## config.mk

```make
export PLATFORM = sky130hd
export DESIGN_NAME = encoder_controller
export DESIGN_NICKNAME = d
export VERILOG_FILES = /design/src/rtl/encoder_controller.sv
export SDC_FILE = /design/constraint.sdc
export NUM_CORES = 1
export LEC_CHECK = 0
export ABC_AREA = 1
export ABC_CLOCK_PERIOD_IN_PS = 4059
export CORE_UTILIZATION = 49
export DETAILED_ROUTE_END_ITERATION = 10
export PLACE_DENSITY = 0.77
export SYNTH_ARGS = -nofsm -noshare
export SYNTH_HDL_FRONTEND = slang
export SYNTH_SLANG_ARGS = --single-unit
export TNS_END_PERCENT = 10
```

## constraint.sdc

```tcl
create_clock -name clk -period 4.06 [get_ports clk]
set_clock_uncertainty 0.05 [all_clocks]
set_input_delay 0.609 -clock clk [delete_from_list [all_inputs] [get_ports clk]]
set_output_delay 0.609 -clock clk [all_outputs]
set_load 0.02 [all_outputs]
```

## src/rtl/encoder_controller.sv

```systemverilog
// Control FSM for the Keccak-style encoder datapath: walks every file through
// NUM_ROUNDS rounds of CP, RO, PE, RE, RC and hands out one-cycle start strobes.
module encoder_controller #(
  parameter int NUM_FILES  = 64,
  parameter int NUM_ROUNDS = 24
) (
  input  logic       clk,
  input  logic       rst,
  input  logic       go,
  input  logic       CP_finish,
  input  logic       RO_finish,
  input  logic       PE_finish,
  input  logic       RE_finish,
  input  logic       RC_finish,
  output logic       CP_start,
  output logic       RO_start,
  output logic       PE_start,
  output logic       RE_start,
  output logic       RC_start,
  output logic [9:0] file_index,
  output logic [4:0] iteration,
  output logic       busy,
  output logic       done
);

  typedef enum logic [3:0] {
    IDLE, CP_GO, CP_WAIT, RO_GO, RO_WAIT, PE_GO, PE_WAIT,
    RE_GO, RE_WAIT, RC_GO, RC_WAIT, DONE
  } state_e;

  localparam logic [9:0] LastFile  = 10'(NUM_FILES - 1);
  localparam logic [4:0] LastRound = 5'(NUM_ROUNDS - 1);

  state_e     state_q, state_d;
  logic [9:0] file_q, file_d;
  logic [4:0] iter_q, iter_d;

  // Only the finish belonging to the stage being waited on can advance the FSM.
  always_comb begin
    state_d = state_q;
    file_d  = file_q;
    iter_d  = iter_q;
    case (state_q)
      IDLE:    if (go) state_d = CP_GO;
      CP_GO:   state_d = CP_WAIT;
      CP_WAIT: if (CP_finish) state_d = RO_GO;
      RO_GO:   state_d = RO_WAIT;
      RO_WAIT: if (RO_finish) state_d = PE_GO;
      PE_GO:   state_d = PE_WAIT;
      PE_WAIT: if (PE_finish) state_d = RE_GO;
      RE_GO:   state_d = RE_WAIT;
      RE_WAIT: if (RE_finish) state_d = RC_GO;
      RC_GO:   state_d = RC_WAIT;
      RC_WAIT: begin
        if (RC_finish) begin
          if (iter_q < LastRound) begin
            iter_d  = iter_q + 5'd1;
            state_d = CP_GO;
          end else if (file_q < LastFile) begin
            iter_d  = '0;
            file_d  = file_q + 10'd1;
            state_d = CP_GO;
          end else begin
            state_d = DONE;
          end
        end
      end
      DONE: begin
        file_d  = '0;
        iter_d  = '0;
        state_d = IDLE;
      end
      default: state_d = IDLE;
    endcase
  end

  // Outputs are registered from the next state so they are a clean Moore decode.
  always_ff @(posedge clk) begin
    if (rst) begin
      state_q  <= IDLE;
      file_q   <= '0;
      iter_q   <= '0;
      CP_start <= 1'b0;
      RO_start <= 1'b0;
      PE_start <= 1'b0;
      RE_start <= 1'b0;
      RC_start <= 1'b0;
      busy     <= 1'b0;
      done     <= 1'b0;
    end else begin
      state_q  <= state_d;
      file_q   <= file_d;
      iter_q   <= iter_d;
      CP_start <= (state_d == CP_GO);
      RO_start <= (state_d == RO_GO);
      PE_start <= (state_d == PE_GO);
      RE_start <= (state_d == RE_GO);
      RC_start <= (state_d == RC_GO);
      busy     <= (state_d != IDLE);
      done     <= (state_d == DONE);
    end
  end

  assign file_index = file_q;
  assign iteration  = iter_q;

endmodule

```

==> results by group, run 1 <==
Drt
  • Vias/cell: 5.064
  • Routed via count: 1,114
  • Drt first pass iters: 4
  • Routed wire length: 2546 microns
  • Remaining DRCs: 0
  • Routed Antenna Nets: 0
  • WL/cell: 11.57 microns
  • 1st-iter DRT viols: 19

Synthesis
  • Yosys top cell area share: 43.61%
  • Post-Synth Simple-Gate Area: 35.32%
  • Cell area after synthesis: 0.001194 sq mm
  • Xor/xnor share of the synthesized area: 1.468%
  • Seq cells post-synth: 26
  • Synthesized instance count: 162
  • Syn_nets: 172
  • Top area cells in the synthesized netlist: dfxtp_1 (44%), nand2_1 (9.4%), nor2_1 (9.4%)
  • Post-synthesis compound-gate area fraction: 8.910%
  • Largest family of logic cells by synthesized area: simple AND/OR/NAND/NOR gates
  • Cell variety after synth: 29
  • Mux share of post-synthesis cell area: 0%
  • Synthesized area per cell: 7.368 sq um
  • Area leader, netlist: dfxtp_1
  • Yosys Warn Count: 0
  • Commonest cells post-synth: nand2_1 (30), nor2_1 (30), dfxtp_1 (26)
  • Prevailing post-synth register cell: dfxtp_1
  • Post-Synth Adder-Cell Area: 2.096%
  • Sequential share of the synthesized area: 43.61%
  • Fraction of registers with async set/reset: 0%
  • EDFF count, synth: 0

Worst setup path
  • R2R cell count: 9
  • Crit end category: primary output
  • Req. time, crit path: 3.40 ns
  • CP max stage delay: 0.64 ns
  • Arrival time worst endpoint: 1.40 ns
  • Cell Chain, Critical Path: clkdlybuf4s50_1
  • Crit-path slowest cell: clkdlybuf4s50_1
  • Critical path depth: 1
  • Critical Path Source Type: flop
  • WP buf/inv: 1
  • Worst Path Max Fanout: 5
  • Delay-heaviest family, CP: buffers and inverters
  • Crit Path Class: reg -> out

STA
  • Slew @ Worst Pin: 0.5745 ns
  • Tmin final: 2.055 ns
  • Endpoints failing hold: 0
  • Final setup TNS: 0 ns
  • Final period util: 50.61%
  • Max-slew violation count: 0
  • Setup violations, final: 0
  • Peak Freq: 486.7 MHz
  • RSZ-0062 raised after global routing: no
  • Rel. slew slack: 61.58%

Clock network
  • Root buf cell: clkbuf_4
  • CTS resizes: 0
  • Post-CTS Setup Bufs: 0
  • Clk Latency, worst-skew pair: 0.33 ns
  • CTS Hold Bufs: 0
  • CTS tree: built
  • CTS Sinks: 26
  • CTS clk-pin slew, worst paths: 0.14 ns
  • Bufs on Longest Clock Path: 2
  • Htree depth: 1
  • Cts bufs inserted: 3

Cells and area
  • FILL cells: 228
  • Final net count: 203
  • Final instance area: 0.001549 sq mm
  • Area growth syn-to-layout: 29.77%
  • Share of layout cells above drive strength 1: 7.292%
  • Multi-input logic area: 570.5 sq um
  • Post-layout util: 68.70%
  • Register area: 520.5 sq um
  • Antenna cells: 0

Die
  • Rows: 17
  • Ports: 30
  • Die footprint: 0.002637 sq mm
  • Die width: 51.36 microns
  • Die Y: 51.36 microns
  • Initial Util: 52.94%
  • Core Region: 0.002255 sq mm

Worst hold path
  • Hold Path Stages: 2
  • Worst hold path type: reg -> reg

Global route
  • Initial antenna violation count: 0
  • Total global-route track usage: 22.17%
  • First-pass GRT wire length: 4347 microns
  • Vias in the first global route: 1,034
  • Overflow after GRT: 0
  • Largest net degree at the start of global routing: 17

Run status
  • Outcome: finished, final reports clean

Power
  • Leak: 0.6268 nW
  • Power density over the cells: 317.3 mW/mm^2
  • Peak VDD IR: 0.1912 mV

Place
  • I/O Buffers: 29
  • HPWL after detailed placement: 1908 microns
  • Post-DP Area: 0.001496 sq mm
  • RePlAce Congestion: 0.8213

Run
  • Max-cap violations: 0
placed cells by master (no fill, tap or decap), types with 3 or more instances in the layout:
cell | netlist | final
a21oi_1 | 8 | 8
dfxtp_1 | 26 | 26
nand3_1 | 12 | 12
nand2_1 | 30 | 30
clkbuf_4 | 0 | 3
inv_2 | 3 | 3
clkdlybuf4s50_1 | 0 | 29
nand4_1 | 6 | 6
nor3_1 | 4 | 4
o21ai_0 | 3 | 3
inv_1 | 17 | 17
nor2_1 | 30 | 30
kinds of logic after synthesis:
logic type / count (synthesis)
AND/OR/NAND/NOR: 90
flip-flops: 26
buffers and inverters: 24
AO/OA/AOI/OAI: 18
XOR/XNOR: 2
adder cells (fa/ha/maj): 2
final timing paths:
kind / start / endpoint / slack (ns)
setup / recovery: file_index[0] / file_index[0] / 2.01
hold / removal: file_index[7] / file_index[7] / 0.42
setup reg to reg: file_index[0] / file_index[5] / 2.24
hold reg to reg: file_index[7] / file_index[7] / 0.42
state kept, by name, indices dropped and copies added, names as in the netlist:
name	count
file_index	10
iteration	5
state_q	4
CP_start	1
PE_start	1
RC_start	1
RE_start	1
RO_start	1
busy	1
done	1
area by class of cell:
type / instances / share of cell area [%]
flip-flops and latches: 26 / 33.60
well taps: 28 / 2.262
clock buffers: 3 / 1.454
repair buffers: 29 / 18.74
clock inverters: 1 / 1.939
multi-input cells: 112 / 36.83
inverters: 21 / 5.170
where the power goes:
group	total [mW]	switching (mW)	leakage [nW]	internal (mW)
sequential	0.266	0.00443	0.210	0.261
clock	0.178	0.0785	0.0279	0.100
combinational	0.0474	0.0270	0.389	0.0204
total	0.491	0.110	0.627	0.382
per-layer routing:
layer / part of all wire [%] / global-route usage, % / wire (microns)
met1: 48 / 28.81 / 1213
met3: 5.0 / 2.679 / 127
met2: 45 / 36.18 / 1150
met4: 2.1 / 10.81 / 54
met5: 0 / 0 / 0
per-stage QoR:
stage | cells | worst slack (ns) | hold WS [ns] | total power, mW
after global placement | 216 | 1.901 | 0.3931 | 0.3171
after floorplan | 162 | 2.446 | 0.4754 | 0.2993
final | 220 | 2.005 | 0.4196 | 0.4914
after detailed placement | 216 | 1.843 | 0.3971 | 0.3180
after global routing | 220 | 1.959 | 0.4442 | 0.5107
after CTS | 220 | 1.982 | 0.4181 | 0.4975
No activity file was read; power rests on OpenSTA's default activity.
==> inputs of run 2 (changes only) <==
- ABC_CLOCK_PERIOD_IN_PS: 4059 -> 2100
- CORE_UTILIZATION: 49 -> 47
- PLACE_DENSITY: 0.77 -> 0.74
- clock period: 4.06 -> 2.1 ns (I/O delays scaled with it)
==> run 2 against run 1 <==
Via count up 1.7%; power up 93%; count of clock-buffer cells in the layout unchanged; die area up 4.1%; first-iteration DRC count rose to 2.5 times the previous value; hold slack worse by 0.0038 ns; critical path type is now reg -> reg.
==> results by group, run 2 (synthesis results as in run 1) <==
Power
  • Peak VDD IR: 0.4229 mV (+120%)
  • Pint: 0.7386 mW (+94%)
  • Logic pwr share: 9.9% (+0.3 points)
  • Power density over the cells: 610.3 mW/mm^2 (+92%)
  • Switching share of power: 22.24% (-0.12 points)
  • Clk pwr share: 36.1% (-0.2 points)
  • Leak: 0.6316 nW (+0.77%)
  • Sw power: 0.2113 mW (+92%)
  • Flop pwr share: 54.0% (about the same)

Die
  • Die Y: 52.40 microns (+2.0%)
  • Die width: 52.40 microns (+2.0%)
  • Initial Util: 51.96% (-0.98 points)
  • Ports: 30 (unchanged)
  • Core Region: 0.002297 sq mm (+1.9%)
  • Rows: 17 (unchanged)
  • Die footprint: 0.002745 sq mm (+4.1%)

Worst setup path
  • Crit Path Class: reg -> reg
  • Worst Path Max Fanout: 14 (+9)
  • WP buf/inv: 1 (unchanged)
  • Most frequent CP cell: nand2_1
  • CP max stage delay: 0.43 ns (-0.21 ns)
  • Crit-path slowest cell: dfxtp_1
  • Arrival time worst endpoint: 2.02 ns (+0.62 ns)
  • Req. time, crit path: 2.29 ns (-1.11 ns)
  • Critical Path Source Type: flop
  • Crit end category: flop
  • Cell Chain, Critical Path: ha_1 -> nand2_1 -> inv_1 -> nand2_1 -> nand3_1 -> nand2_1 -> nand3_4 -> nand2_2 -> nor3_1
  • Delay-heaviest family, CP: simple AND/OR/NAND/NOR gates

Clock network
  • CTS resizes: 0 (unchanged)
  • CTS clk-pin slew, worst paths: 0.14 ns (about the same)
  • Bufs on Longest Clock Path: 2 (unchanged)
  • CTS tree: built
  • Post-CTS Setup Bufs: 0 (unchanged)
  • Htree depth: 1 (unchanged)
  • Root buf cell: clkbuf_4
  • CTS Sinks: 26 (unchanged)
  • Clk Latency, worst-skew pair: 0.32 ns (about the same)
  • Cts bufs inserted: 3 (unchanged)
  • CTS Hold Bufs: 0 (unchanged)

Cells and area
  • Register area: 520.5 sq um (unchanged)
  • Share of layout cells above drive strength 1: 7.772% (+0.48 points)
  • Final instance area: 0.001556 sq mm (+0.48%)
  • FILL cells: 196 (-14%)
  • Area growth syn-to-layout: 30.40%
  • Most frequent cells in the layout: nand2_1 (30), nor2_1 (30), clkdlybuf4s50_1 (29)
  • Max FFs per register: 10 (unchanged)
  • Multi-input logic area: 570.5 sq um (unchanged)
  • Antenna cells: 0 (unchanged)
  • Final net count: 204 (+0.49%)

Drt
  • Routed Antenna Nets: 0 (unchanged)
  • Routed via count: 1,133 (+1.7%)
  • 1st-iter DRT viols: 48 (+29)
  • Remaining DRCs: 0 (unchanged)
  • Routed wire length: 2662 microns (+4.6%)
  • WL/cell: 12.05 microns (+4.1%)
  • Drt first pass iters: 4 (unchanged)
  • Vias/cell: 5.127 (+1.2%)

Run
  • Max-cap violations: 0 (unchanged)

Run status
  • Outcome: finished, final reports clean

Worst hold path
  • Worst hold path type: reg -> reg

Global route
  • Initial antenna violation count: 0 (unchanged)
  • GRT met2 Usage: 33.97% (-2.2 points)
  • Global-route met3 utilization: 2.609% (-0.070 points)
  • Overflow after GRT: 0 (unchanged)
  • Largest net degree at the start of global routing: 16 (-1)
  • Vias in the first global route: 969 (-6.3%)
  • Grt peak-use layer: met2
  • Total global-route track usage: 20.73% (-1.4 points)
  • Met1 usage: 27.39% (-1.4 points)
  • First-pass GRT wire length: 4181 microns (-3.8%)

STA
  • Tmin final: 1.826 ns
  • Slew @ Worst Pin: 0.3311 ns (-0.2434 ns)
  • Final period util: 86.94%
  • Rel. slew slack: 77.85% (+16 points)
  • Setup violations, final: 0 (unchanged)
  • Max-slew violation count: 0 (unchanged)
  • Final setup TNS: 0 ns (unchanged)
  • Endpoints failing hold: 0 (unchanged)
  • RSZ-0062 raised after global routing: no
  • Peak Freq: 547.7 MHz

Place
  • HPWL after detailed placement: 1929 microns (+1.1%)
  • Post-DP Area: 0.001504 sq mm (+0.50%)
  • RePlAce Congestion: 0.8325 (+1.4%)
  • I/O Buffers: 29 (unchanged)
run 2: worst register-to-register path: cells and delay by family (launching register included):
| family | cells | cell delay, ns |
|---|---|---|
| and+or+nand+nor | 7 | 0.97 |
| DFF | 1 | 0.43 |
| buffers and inverters | 1 | 0.09 |
| adders and majority gates | 1 | 0.21 |
run 2: final timing paths:
check,start,end,slack (ns),cells after the start
setup reg to reg,file_index[0],iteration[1],0.27,9
hold / removal,file_index[8],file_index[8],0.42,2
hold reg to reg,file_index[8],file_index[8],0.42,2
setup / recovery,file_index[0],iteration[1],0.27,9
run 2: per-stage QoR:
stage | std cells | worst slack [ns] | util [%] | hold WS, ns | total power [mW]
after global routing | 221 | 0.1477 | 67.76 | 0.4407 | 0.9874
after detailed placement | 217 | 0.1870 | 65.47 | 0.3998 | 0.6163
after floorplan | 162 | 0.4859 | - | 0.4205 | 0.5787
after global placement | 217 | 0.2342 | 65.47 | 0.3929 | 0.6142
final | 221 | 0.2742 | 67.76 | 0.4158 | 0.9499
after CTS | 221 | 0.2897 | 67.76 | 0.4197 | 0.9583
run 2: final cells by class:
cell class / instances / area share (%)
well taps: 28 / 2.251
flip-flops and latches: 26 / 33.44
repair buffers: 30 / 19.13
clock inverters: 1 / 1.929
multi-input cells: 112 / 36.66
clock buffers: 3 / 1.447
inverters: 21 / 5.145
run 2: power groups by stage:
stage	combinational, mW	sequential (mW)	clock, mW
global placement	0.0912	0.523	0
global route	0.104	0.514	0.369
detailed placement	0.0927	0.524	0
CTS	0.0938	0.513	0.351
floorplan	0.0481	0.531	0
finish	0.0939	0.513	0.343
run 2: layer usage:
metal | share of wire, % | routed length [microns]
met1 | 48 | 1289
met2 | 47 | 1238
met3 | 3.9 | 103
met4 | 1.2 | 31
met5 | 0 | 0
==> inputs of run 3 (changes only) <==
- ABC_AREA: 1 -> not set
- CORE_UTILIZATION: 47 -> 48
- PLACE_DENSITY: 0.74 -> 0.75
==> run 3 against run 2 <==
Clock power barely moved; critical path depth fell by 3; global-route usage rose by 1.1 points; hold slack improved by 0.036 ns; routed wire length rose by 5.4%; sequential power rose by 2%; combinational power rose by 21%; largest cell class unchanged; highest routed layer unchanged.
==> results by group, run 3 <==
Drt
  • Vias/cell: 5.883 (+15%)
  • Routed via count: 1,212 (+7.0%)
  • WL/cell: 13.63 microns (+13%)
  • Met1 WL: 1229 microns (-4.7%)
  • Metal3 WL: 143 microns (+39%)
  • Top routing layer in use: met4
  • Met2 wire length: 1374 microns (+11%)
  • Routed wire length: 2807 microns (+5.4%)
  • Drt first pass iters: 4 (unchanged)
  • Remaining DRCs: 0 (unchanged)
  • Routed Antenna Nets: 0 (unchanged)
  • 1st-iter DRT viols: 19 (-60%)

Global route
  • Largest net degree at the start of global routing: 16 (unchanged)
  • First-pass GRT wire length: 4581 microns (+9.6%)
  • Total global-route track usage: 21.87% (+1.1 points)
  • Initial antenna violation count: 0 (unchanged)
  • Vias in the first global route: 1,095 (+13%)
  • Overflow after GRT: 0 (unchanged)

Synthesis
  • Seq cells post-synth: 26 (unchanged)
  • Top area cells in the synthesized netlist: dfxtp_1 (41%), nor2_1 (5.6%), a21oi_1 (3.6%)
  • Prevailing post-synth register cell: dfxtp_1
  • Area leader, netlist: dfxtp_1
  • Yosys top cell area share: 41.23% (-2.4 points)
  • Fraction of registers with async set/reset: 0% (unchanged)
  • EDFF count, synth: 0 (unchanged)
  • Sequential share of the synthesized area: 41.23% (-2.4 points)
  • Commonest cells post-synth: dfxtp_1 (26), nor2_1 (19), nand2_1 (12)
  • Syn_nets: 152 (-12%)
  • Cell area after synthesis: 0.001262 sq mm (+5.8%)
  • Cell variety after synth: 45 (+55%)
  • Cell with the most instances after synthesis: dfxtp_1
  • Synthesized area per cell: 8.891 sq um (+21%)
  • Synthesized instance count: 142 (-12%)
  • Yosys Warn Count: 0 (unchanged)

STA
  • Slew @ Worst Pin: 0.5114 ns (+0.1804 ns)
  • Peak Freq: 521.9 MHz (-4.7%)
  • Setup violations, final: 0 (unchanged)
  • Max-slew violation count: 0 (unchanged)
  • Rel. slew slack: 65.74% (-12 points)
  • Final period util: 91.23% (+4.3 points)
  • Endpoints failing hold: 0 (unchanged)
  • Final setup TNS: 0 ns (unchanged)
  • RSZ-0062 raised after global routing: no
  • Tmin final: 1.916 ns (+0.09017 ns)
  • Worst hold margin: 0.4520 ns (+0.03629 ns)

Worst hold path
  • Worst hold path type: reg -> reg
  • Hold Startpoint: file_index[4]
  • Hold Path End: file_index[4]
  • Hold Path Stages: 2 (unchanged)

Clock network
  • CTS clk-pin slew, worst paths: 0.15 ns (about the same)
  • CTS Hold Bufs: 0 (unchanged)
  • Root buf cell: clkbuf_4
  • Post-CTS Setup Bufs: 0 (unchanged)
  • CTS resizes: 0 (unchanged)
  • Clk Latency, worst-skew pair: 0.32 ns (about the same)
  • Cts bufs inserted: 3 (unchanged)
  • Bufs on Longest Clock Path: 2 (unchanged)
  • Htree depth: 1 (unchanged)
  • CTS Sinks: 26 (unchanged)
  • CTS tree: built

Worst setup path
  • Worst Path Max Fanout: 5 (-9)
  • R2R cell count: 6 (-3)
  • Cell Chain, Critical Path: ha_1 -> nand2_1 -> o21ai_0 -> a31oi_1 -> nand2b_1 -> nor2_1
  • WP buf/inv: 0 (-1)
  • Crit Path Class: reg -> reg
  • CP max stage delay: 0.44 ns (about the same)
  • Reg-to-reg endpoint: done
  • Crit-path slowest cell: dfxtp_1
  • Delay-heaviest family, CP: compound AO/OA/AOI/OAI gates
  • Reg-to-reg critical path startpoint: file_index[1]
  • Req. time, crit path: 2.32 ns (+0.03 ns)
  • Arrival time worst endpoint: 2.13 ns (+0.11 ns)
  • Critical Path Source Type: flop
  • Crit end category: flop
  • Register-to-register setup slack: 0.18 ns (-0.09 ns)

Die
  • Die footprint: 0.002839 sq mm (+3.4%)
  • Ports: 30 (unchanged)
  • Initial Util: 50.96% (-1.0 points)
  • Die width: 53.29 microns (+1.7%)
  • Core Region: 0.002477 sq mm (+7.8%)
  • Die Y: 53.29 microns (+1.7%)
  • Rows: 18 (+1)

Run status
  • Outcome: finished, final reports clean

Power
  • Leak: 0.6342 nW (+0.40%)
  • Sw power: 0.2204 mW (+4.3%)
  • Switching share of power: 22.56% (+0.32 points)
  • Logic pwr share: 11.7% (+1.8 points)
  • Pint: 0.7566 mW (+2.4%)
  • Clk pwr share: 35.0% (-1.1 points)
  • Peak VDD IR: 0.5473 mV (+29%)
  • Flop pwr share: 53.3% (-0.7 points)
  • Power density over the cells: 588.0 mW/mm^2 (-3.7%)

Cells and area
  • Max FFs per register: 10 (unchanged)
  • Share of layout cells above drive strength 1: 11.36% (+3.6 points)
  • Area growth syn-to-layout: 31.62%
  • Commonest non-fill, non-tap cell in the layout: clkdlybuf4s50_1
  • Non-Filler Instances: 206 (-6.8%)
  • Final net count: 187 (-8.3%)
  • Antenna cells: 0 (unchanged)
  • Most frequent cells in the layout: clkdlybuf4s50_1 (29), dfxtp_1 (26), nor2_1 (19)
  • Post-layout util: 67.07% (-0.69 points)

Place
  • HPWL after detailed placement: 2147 microns (+11%)
  • Placed cells: 202 (-6.9%)
  • RePlAce Congestion: 0.8994 (+8.0%)
  • I/O Buffers: 29 (unchanged)

Run
  • Max-cap violations: 0 (unchanged)
==> run 3: metrics by stage <==
| step | cell area, sq um | worst slack, ns | power, mW |
|---|---|---|---|
| after detailed placement | 1609 | 0.1102 | 0.6451 |
| after global placement | 1609 | 0.1234 | 0.6415 |
| final | 1662 | 0.1841 | 0.9770 |
| after global routing | 1662 | 0.01234 | 1.013 |
| after floorplan | 1262 | 0.2698 | 0.5974 |
| after CTS | 1662 | 0.1903 | 0.9824 |
==> run 3: cells by family after synthesis <==
| kind of cell | after synthesis | share of synthesized area, % |
|---|---|---|
| xor gates and xnor gates | 1 | 0.6939 |
| muxes | 6 | 4.955 |
| buffers and inverters | 8 | 3.270 |
| and+or+nand+nor | 63 | 26.86 |
| DFF | 26 | 41.23 |
| AOI/OAI and AO/OA | 36 | 21.01 |
| adders and majority gates | 2 | 1.982 |
==> run 3: routing by layer <==
| metal | vias to the layer above | track usage (%) |
|---|---|---|
| li1 | 594 | - |
| met1 | 559 | 23.97 |
| met2 | 48 | 40.00 |
| met3 | 11 | 3.736 |
| met4 | 0 | 10.09 |
| met5 | - | 0 |
==> run 3: final cells by class <==
cell class,count,area [sq um]
inverter,2,7.507
fill,220,815.8
timing repair buffer,36,342.8
tap,30,37.54
sequential,26,520.5
clock inverter,1,30.03
multi-input combinational,108,700.7
clock buffer,3,22.52
==> run 3: worst register-to-register path, delay by kind of cell (launching register included) <==
kind | cells | cell delay (ns)
adders and majority gates | 1 | 0.29
and+or+nand+nor | 3 | 0.45
DFF | 1 | 0.44
AOI/OAI and AO/OA | 2 | 0.63
==> run 3: worst max-delay path by stage <==
stage                     depth (start not counted)          start  slack, ns             to
after global routing                              6  file_index[1]       0.01           done
final                                             6  file_index[1]       0.18           done
after CTS                                         5     state_q[1]       0.19  file_index[5]
after floorplan                                   5   iteration[0]       0.27  file_index[5]
after global placement                            6      RC_finish       0.12  file_index[5]
after detailed placement                          6      RC_finish       0.11  file_index[5]
==> run 3: power groups by stage <==
stage | clock network [mW] | registers [mW] | logic [mW]
after CTS | 0.348 | 0.521 | 0.114
final | 0.342 | 0.521 | 0.114
after global placement | 0 | 0.530 | 0.111
after detailed placement | 0 | 0.532 | 0.113
after global routing | 0.366 | 0.523 | 0.124
after floorplan | 0 | 0.530 | 0.0679
